===== src/rtl/dot_prod_vec_loader.sv =====
// dot_prod_vec_loader: gathers streamed I/Q samples into dot_length-wide packed vectors.
// Define DOT_PROD_VEC_SLIDE_EN for sliding-window mode (otherwise non-overlapping blocks).
module dot_prod_vec_loader #(
    parameter int i_bits     = 12,
    parameter int q_bits     = 12,
    parameter int dot_length = 5
) (
    input  logic                             clk,
    input  logic                             rst_n,
    input  logic                             clr,
    input  logic                             s_axis_tvalid,
    output logic                             s_axis_tready,
    input  logic [i_bits-1:0]                s_axis_i,
    input  logic [q_bits-1:0]                s_axis_q,
    output logic                             m_axis_tvalid,
    input  logic                             m_axis_tready,
    output logic [i_bits*dot_length-1:0]     m_axis_i,
    output logic [q_bits*dot_length-1:0]     m_axis_q,
    output logic [$clog2(dot_length+1)-1:0]  fill_level
);
    localparam int fw = $clog2(dot_length+1);
    localparam logic [fw-1:0] last = fw'(dot_length-1);
`ifdef DOT_PROD_VEC_SLIDE_EN
    // keep the newest dot_length-1 samples so the next one completes a new window
    localparam logic [fw-1:0] refill = last;
`else
    localparam logic [fw-1:0] refill = '0;
`endif
    typedef enum logic {FILL, FULL} state_t;
    state_t state;
    always_ff @(posedge clk or negedge rst_n) begin
        if (!rst_n) begin
            state         <= FILL;
            fill_level    <= '0;
            m_axis_tvalid <= 1'b0;
            s_axis_tready <= 1'b0;
            m_axis_i      <= '0;
            m_axis_q      <= '0;
        end else if (clr) begin
            state         <= FILL;
            fill_level    <= '0;
            m_axis_tvalid <= 1'b0;
            s_axis_tready <= 1'b1;
        end else if (state == FULL) begin
            if (m_axis_tready) begin
                state         <= FILL;
                fill_level    <= refill;
                m_axis_tvalid <= 1'b0;
                s_axis_tready <= 1'b1;
            end
        end else if (s_axis_tvalid && s_axis_tready) begin
            m_axis_i      <= {s_axis_i, m_axis_i[i_bits*dot_length-1:i_bits]};
            m_axis_q      <= {s_axis_q, m_axis_q[q_bits*dot_length-1:q_bits]};
            fill_level    <= fill_level + 1'b1;
            state         <= (fill_level == last) ? FULL : FILL;
            m_axis_tvalid <= (fill_level == last);
            s_axis_tready <= (fill_level != last);
        end else begin
            s_axis_tready <= 1'b1;
        end
    end
endmodule


===== config.mk =====
export PLATFORM = sky130hd
export DESIGN_NAME = dot_prod_vec_loader
export DESIGN_NICKNAME = d
export VERILOG_FILES = /design/src/rtl/dot_prod_vec_loader.sv
export SDC_FILE = /design/constraint.sdc
export NUM_CORES = 1
export LEC_CHECK = 0
export ABC_AREA = 1
export CAP_MARGIN = 20
export CORE_ASPECT_RATIO = 1.4
export CORE_UTILIZATION = 50
export DETAILED_ROUTE_END_ITERATION = 8
export PLACE_DENSITY = 0.9
export SLEW_MARGIN = 20
export SYNTH_ARGS = -nofsm -noshare
export SYNTH_HDL_FRONTEND = slang
export SYNTH_SLANG_ARGS = --single-unit

===== constraint.sdc =====
create_clock -name clk -period 2 [get_ports clk]
set_clock_uncertainty 0.1 [all_clocks]
set_input_delay 0.4 -clock clk [delete_from_list [all_inputs] [get_ports clk]]
set_output_delay 0.4 -clock clk [all_outputs]
set_load 0.1 [all_outputs]

* Word level (Yosys, flattened, before mapping)
Index checks and enable logic that the tools add are counted.
** Storage, ports and cells
- Flip-flop bits (word level) :: 126
- Bits of input ports :: 29
- Output and inout port bits :: 125
- Logic and storage cells :: 33
** Operators by class
- Bitwise logic cells :: 2
- Reductions and logical operators :: 4
- Add/subtract/negate cells :: 1
- Eq/ne operators :: 3
- Multiplexer cells :: 17
** Operators with widths (count)
- 1-bit two-way mux :: 13
- 3-bit two-way mux :: 4
- 3-bit != test, second input constant :: 2
- 3-bit by 1-bit adder with 3-bit output, second input constant :: 1
- 3-bit == test, second input constant :: 1
- 3-bit AND reduction :: 1
- 3-bit nonzero test :: 1
- 1-bit inverter :: 2
- 2-bit AND reduction :: 1
- 1-bit logical AND :: 1

* Logic depth before layout (Yosys ltp)
Gate-level depths: netlist of the first run.
- Depth in word-level cells :: 5
- Gate-level depth with buffers :: 7
- Mapped depth without buffers :: 5

* Worst setup path after synthesis of the first run
No wires, ideal clock.
- Path type :: flip-flop to flip-flop
- Start :: reg s_axis_tready
- End :: reg m_axis_i[12]
- Data arrival time :: 1.705 ns
- Cell stages (with the launch flop) :: 8
- Library setup time :: 0.122 ns
- Slack :: 0.073 ns
- Data required time :: 1.778 ns
- Path buffers :: 2
- Period minus slack after synthesis :: 1.927 ns
- Cell sequence :: dfrtp_1 -> nand2_1 -> inv_2 -> nand2_2 -> buf_4 -> buf_2 -> nand2_1 -> nand2_1
** On the way
- Longest elaborated chain between the ends :: 2
** Ends and longest elaborated chain
- start, declared :: line 12 : output logic s_axis_tready,
- start signal, assigned :: line 57 : s_axis_tready <= (fill_level != last);
- 1-bit logical AND :: line 51 : end else if (s_axis_tvalid && s_axis_tready) begin
- 3-bit AND reduction (no line)
- end signal, assigned :: line 52 : m_axis_i <= {s_axis_i, m_axis_i[i_bits*dot_length-1:i_bits]};
- end, declared :: line 17 : output logic [i_bits*dot_length-1:0] m_axis_i,
No other way between the ends.
A chain may end at the register's enable or synchronous reset.

* Final worst setup path of the first run
- Start :: reg fill_level[0]
- End :: out fill_level[0]
** RTL lines
- start, declared :: line 19 : output logic [$clog2(dot_length+1)-1:0] fill_level
- start signal, assigned :: line 47 : fill_level <= refill;
- start signal, assigned :: line 54 : fill_level <= fill_level + 1'b1;
No word-level cell between the ends.

==> out/metrics.yaml, run 1 <==
cts.sinks: 126
drive_gt1_share_pct: 23.78
grt_pass1_wl_um: 26610
io_buffers: 153
synth_top_flop_cell: "dfrtp_1"
postPlaceCellArea_mm2: 0.007764
antenna_found_initial: 0
p_switching_mw: 5.736
reg2reg_depth: 6
path_delay_family: "flip-flops"
num-fill-cells: 414
p_per_area_mw_per_mm2: 1479
crit_path_max_fanout: 5
cts_root_buffer: "clkbuf_16"
clkPwrFrac_pct: 24.0
fin_ws_ps: 389.0
ys_ff_latch: 126
synth_nets: 587
endpoint_kind: "primary output"
cp_data_required_time_ps: 1500
stdcell_count: 847
dp.cells: 814
ff2ff_setup_slack_ps: 450
hold_violations: 0
synthArstFlopShare_pct: 100.0
ys_seq_area_share_pct: 63.00
slew_headroom_pct: 71.13
initial_core_util_pct: 52.33
worstHoldEndpoint: "m_axis_i[2]"
via_per_inst: 5.656
timing.hold.ws_ps: 370.9
ys.warnings.count: 0
clock_latency_ps: 420
wirelength_um: 16800
cts_tree: "built"
yosysMostFrequentCell: "nand2_1"
finalInstanceArea_mm2: 0.008342
p_total_mw: 12.34
synth.top_cell.area_share_pct: 63.00
rsz0062_at_grt: "no"
min_period_ps: 1611
grt_max_degree: 72
area_growth_pct: 66.67
cts_buffers: 17
combPwrFrac_pct: 46.7
fmax_mhz: 620.7
critical_path_class: "reg2out"
finalMaxSlewViolations: 0
netSwitchingFraction_pct: 46.49
netlist_top_cells_count: "nand2_1 (254), dfrtp_1 (126), nand3_1 (122), buf_2 (27), clkbuf_1 (6)"
startpoint_type: "flip-flop"
netlist_area_mm2: 0.005005
antenna-diode-count: 0
leakage_nw: 4.244
crit_path_top_delay_cell: "dfrtp_1"
cpPeakStageDelay_ps: 480
ir_drop_uv: 826.6
drt_iter0_markers: 384
tightest_slew_ps: 433.0
chipHeight_um: 120.4
setup_violations: 0
clk_pin_slew_ps: 60
fin_nets: 733
die_x_um: 86.56
num_vias: 4791
synth_cell_types: 16
min-delay-path-class: "reg2reg"
hold_depth: 2
status: "finished clean"
core_area_mm2: 0.009564
maxCapViolCount: 0
syn_avg_cell_area_um2: 9.001
track_usage_pct: 34.52
synth_top_cell_by_area: "dfrtp_1"
synth_edf_count: 0
min_from: "m_axis_i[2]"
clock_path_buffers: 2
firstDrtPassIters: 5
cp_num_buf_inv: 1
seqCellArea_mm2: 0.003153
fin_util_pct: 87.22
grt_overflow_total: 0
place.gp.congestion: 0.7544
pin_count: 154
drc: 0
worst-endpoint-arrival_ps: 1110
wire_per_inst_um: 19.84
num_rows: 42
tns_ps: 0
cts-htree-levels: 4
r2r_end: "fill_level[2]"
multi_input_area_mm2: 0.001639
rr_startpoint: "state"
pre_cts_ws_ps: 82.02
place.detailed.hpwl_um: 10600
ant_nets: 0
worstPathCellList: "buf_12"
grt_pass1_vias: 4901
fin_crit_sh_pct: 80.55
power.internal_mw: 6.603
power_frac_seq_pct: 29.2
die_area_mm2: 0.01042
yosys-top-cells-area: "dfrtp_1 (63%), nand2_1 (19%), nand3_1 (12%), buf_2 (2.7%), buf_4 (0.60%)"
syn_inst: 556
==> worst register-to-register path, cell delays in order, from the launching register on <==
cell	delay [ps]
dfrtp_1	410
nor2_4	230
buf_4	210
nand2_1	70
nand2_1	220
nand2_1	100
o21ai_0	120
==> how the worst max path moves through the flow <==
stage	from	to	slack (ps)	depth (start not counted)
after detailed placement	s_axis_tvalid	s_axis_tready	80	7
after global placement	clr	s_axis_tready	140	6
after CTS	fill_level[0]	fill_level[0]	400	1
after floorplan	s_axis_tready	m_axis_i[12]	70	7
final	fill_level[0]	fill_level[0]	390	1
after global routing	clr	fill_level[2]	350	7
==> kinds of logic after synthesis <==
group	count (synthesis)	share of synthesized area, %
buf+inv	45	4.350
fa+ha+maj	2	0.4999
simple gates	381	31.95
flops	126	63.00
compound gates	2	0.2000
==> final cells by class <==
cell class | instances | area share [%]
Timing Repair Buffer | 166 | 33.48
Sequential cell | 126 | 37.80
Clock inverter | 11 | 1.410
Multi-Input combinational cell | 385 | 19.65
Inverter | 6 | 0.2850
Tap cell | 132 | 1.980
Clock buffer | 21 | 5.400
==> per-layer routing <==
layer,global-route usage (%),vias to the layer above,part of all wire (%)
met5,0,-,0
met4,23.23,0,6.4
met3,7.918,77,6.4
met2,56.94,281,53
met1,39.69,2362,35
li1,-,2071,-
==> what timing repair did <==
item / 4_1_cts / 5_1_grt
setup buffers: 0 / 0
hold endpoints to repair: 30 / 0
gates resized for setup: 0 / 0
hold buffers: 1 / 0
==> cells in the final DEF, fill, tap and decap left out, drive strengths merged, types with 2 or more instances in the layout <==
cell           Yosys  routed
nand2            255     255
clkbuf             6      21
buf               33     138
ha                 2       2
clkdlybuf4s50      0      27
nor2               2       2
clkinvlp           0       5
nand3            122     122
dfrtp            126     126
o21ai              2       2
clkinv             0       5
inv                6       5
bufinv             0       2
==> power groups by stage <==
stage	logic (mW)	registers, mW	clock network (mW)
2_1_floorplan	0.476	6.52	0
3_3_place_gp	5.63	3.56	0
6_report	5.76	3.61	2.97
4_1_cts	5.78	3.59	2.97
3_5_place_dp	5.73	3.61	0
5_1_grt	5.89	3.65	3.09
==> registers in the layout (all words and copies together) (netlist names) <==
signal / flops
fill_level: 3
m_axis_q: 60
s_axis_tready: 1
m_axis_tvalid: 1
m_axis_i: 60
state: 1
Note: power is estimated with default switching activity, not from simulation.
==> run 2: changes to the inputs <==
Settings changed: CORE_UTILIZATION 50 to 47, PLACE_DENSITY 0.9 to 0.85.
Clock period 2 ns to 1.7 ns, I/O delays scaled along.
==> run 2 against run 1 <==
Design area rose by 5.0%. Final cell count is 2.2% higher. Highest routed layer unchanged. Sequential share of layout area decreased by 1.8 points. First-iteration DRC count up 12%. Critical path type unchanged. Clock power rose by 24%. Critical path depth is the same. Sequential cell count unchanged.
==> out/metrics.yaml, run 2 (same netlist as run 1, synthesis figures left out) <==
tightest_slew_ps: 309.0  # was 433.0 ps
clk_pin_slew_ps: 60  # about the same
area_growth_pct: 74.95  # was 66.67%
clock_latency_ps: 420  # about the same
cts.sinks: 126  # unchanged
track_usage_pct: 31.30  # was 34.52%
place.detailed.hpwl_um: 10350  # was 10600 µm
layout_common_cells: "nand2_1 (254), buf_12 (140), dfrtp_1 (125), nand3_1 (122), clkdlybuf4s50_1 (27)"  # was nand2_1 (254), dfrtp_1 (126), nand3_1 (122), buf_12 (118), clkdlybuf4s50_1 (27)
maxCapViolCount: 0  # unchanged
io_buffers: 153  # unchanged
clock_path_buffers: 2  # unchanged
setup_violations: 0  # unchanged
rsz0062_at_grt: "no"  # unchanged
drc: 0  # unchanged
firstDrtPassIters: 7  # was 5
pin_count: 154  # unchanged
p_switching_mw: 6.730  # was 5.736 mW
wire_per_inst_um: 18.65  # was 19.84 µm
power_frac_seq_pct: 28.6  # was 29.2%
initial_core_util_pct: 48.36  # was 52.33%
critical_path_class: "reg2out"  # unchanged
slew_headroom_pct: 79.40  # was 71.13%
fmax_mhz: 639.0
crit_path_top_delay_cell: "dfrtp_1"  # unchanged
drt_iter0_markers: 429  # was 384
antenna_found_initial: 0  # unchanged
die_area_mm2: 0.01107  # was 0.01042 mm²
post-cts-setup-buffers: 0  # unchanged
ant_nets: 0  # unchanged
grt_pass1_vias: 4700  # was 4901
cp_data_required_time_ps: 1260  # was 1500 ps
grt_max_degree: 54  # was 72
timing.hold.ws_ps: 270.3  # was 370.9 ps
fin_nets: 746  # was 733
place.gp.congestion: 0.7857  # was 0.7544
power.internal_mw: 8.200  # was 6.603 mW
combPwrFrac_pct: 46.9  # was 46.7%
startpoint_type: "flip-flop"  # unchanged
reg_top3: "m_axis_i (60), m_axis_q (60), fill_level (3)"  # unchanged
min_period_ps: 1565
crit_path_max_fanout: 4  # was 5
grt_pass1_wl_um: 25360  # was 26610 µm
fin_crit_sh_pct: 92.05
hold_violations: 0  # unchanged
num_rows: 44  # was 42
drive_gt1_share_pct: 25.41  # was 23.78%
worstPathCellList: "buf_12"  # unchanged
core_area_mm2: 0.01035  # was 0.009564 mm²
netSwitchingFraction_pct: 45.07  # was 46.49%
via_per_inst: 5.562  # was 5.656
wirelength_um: 16150  # was 16800 µm
chipHeight_um: 124.1  # was 120.4 µm
antenna-diode-count: 0  # unchanged
cts_buffers: 17  # unchanged
num_vias: 4817  # was 4791
path_delay_family: "flip-flops"  # unchanged
cts_tree: "built"  # unchanged
leakage_nw: 4.407  # was 4.244 nW
min-delay-path-class: "in2async"  # was reg2reg
cp_num_buf_inv: 1  # unchanged
cts_root_buffer: "clkbuf_16"  # unchanged
grt_overflow_total: 0  # unchanged
p_total_mw: 14.93  # was 12.34 mW
die_x_um: 89.21  # was 86.56 µm
cpPeakStageDelay_ps: 490  # was 480 ps
endpoint_kind: "primary output"  # unchanged
cts-htree-levels: 4  # unchanged
status: "finished clean"  # unchanged
finalMaxSlewViolations: 0  # unchanged
final_common_cell: "nand2_1"  # unchanged
tns_ps: 0  # unchanged
p_per_area_mw_per_mm2: 1705  # was 1479 mW/mm²
ir_drop_uv: 1127  # was 826.6 µV
clkPwrFrac_pct: 24.6  # was 24.0%
worst-endpoint-arrival_ps: 1120  # was 1110 ps
-- run 2: changes by cell type in the layout (fill, tap and decap cells not counted) --
cell,before,now
buf_4,20,11
clkbuf_8,1,2
dfrtp_1,126,125
bufinv_16,2,3
clkbuf_1,3,2
clkinvlp_4,5,4
buf_12,118,140
dfrtp_2,0,1
-- run 2: cell type report --
type | instances | area [µm²]
Inverter | 6 | 23.77
Clock inverter | 11 | 140.1
Fill cell | 511 | 1594
Multi-Input combinational cell | 385 | 1639
Clock buffer | 21 | 460.4
Timing Repair Buffer | 179 | 3166
Tap cell | 138 | 172.7
Sequential cell | 126 | 3154
-- run 2: worst paths after layout --
kind,from,end,slack (ps),cells past startpoint
setup / recovery,fill_level[1],fill_level[1],140,1
hold / removal,rst_n,m_axis_q[1],270,2
setup reg to reg,state,fill_level[0],200,6
hold reg to reg,m_axis_i[7],m_axis_i[7],430,2
max in group asynchronous,rst_n,m_axis_q[48],610,3
min in group clk,s_axis_i[7],m_axis_i[55],380,3
-- run 2: per-stage QoR --
stage | std cells | area (µm²) | setup WS, ps | utilization, %
detailed placement | 833 | 8145 | -97.55 | 78.70
floorplan | 556 | 5006 | 2.465 | -
finish | 866 | 8756 | 135.1 | 84.60
global route | 866 | 8756 | 119.5 | 84.60
CTS | 866 | 8756 | 135.3 | 84.60
global placement | 833 | 8145 | -24.17 | 78.70
-- run 2: per-layer routing --
| layer | up-vias | share of wire, % | track usage (%) | wire length [µm] |
|---|---|---|---|---|
| met2 | 295 | 52 | 51.38 | 8456 |
| li1 | 2103 | - | - | - |
| met5 | - | 0 | 0 | 0 |
| met3 | 62 | 6.9 | 7.025 | 1110 |
| met4 | 0 | 4.9 | 16.67 | 797 |
| met1 | 2357 | 36 | 38.20 | 5784 |
-- run 2: power groups by stage --
stage	clock, mW	combinational (mW)	sequential, mW
after floorplan	0	0.560	7.67
after global placement	0	6.87	4.23
after detailed placement	0	6.96	4.28
after CTS	3.69	7.02	4.26
after global routing	3.84	7.19	4.33
final	3.67	7.00	4.27
-- run 2: what timing repair did --
| action | CTS | global route |
|---|---|---|
| setup endpoints to repair | 0 | 0 |
| resized for setup | 0 | 0 |
| hold buffers | 1 | 0 |
| endpoints found under the hold margin | 18 | 0 |
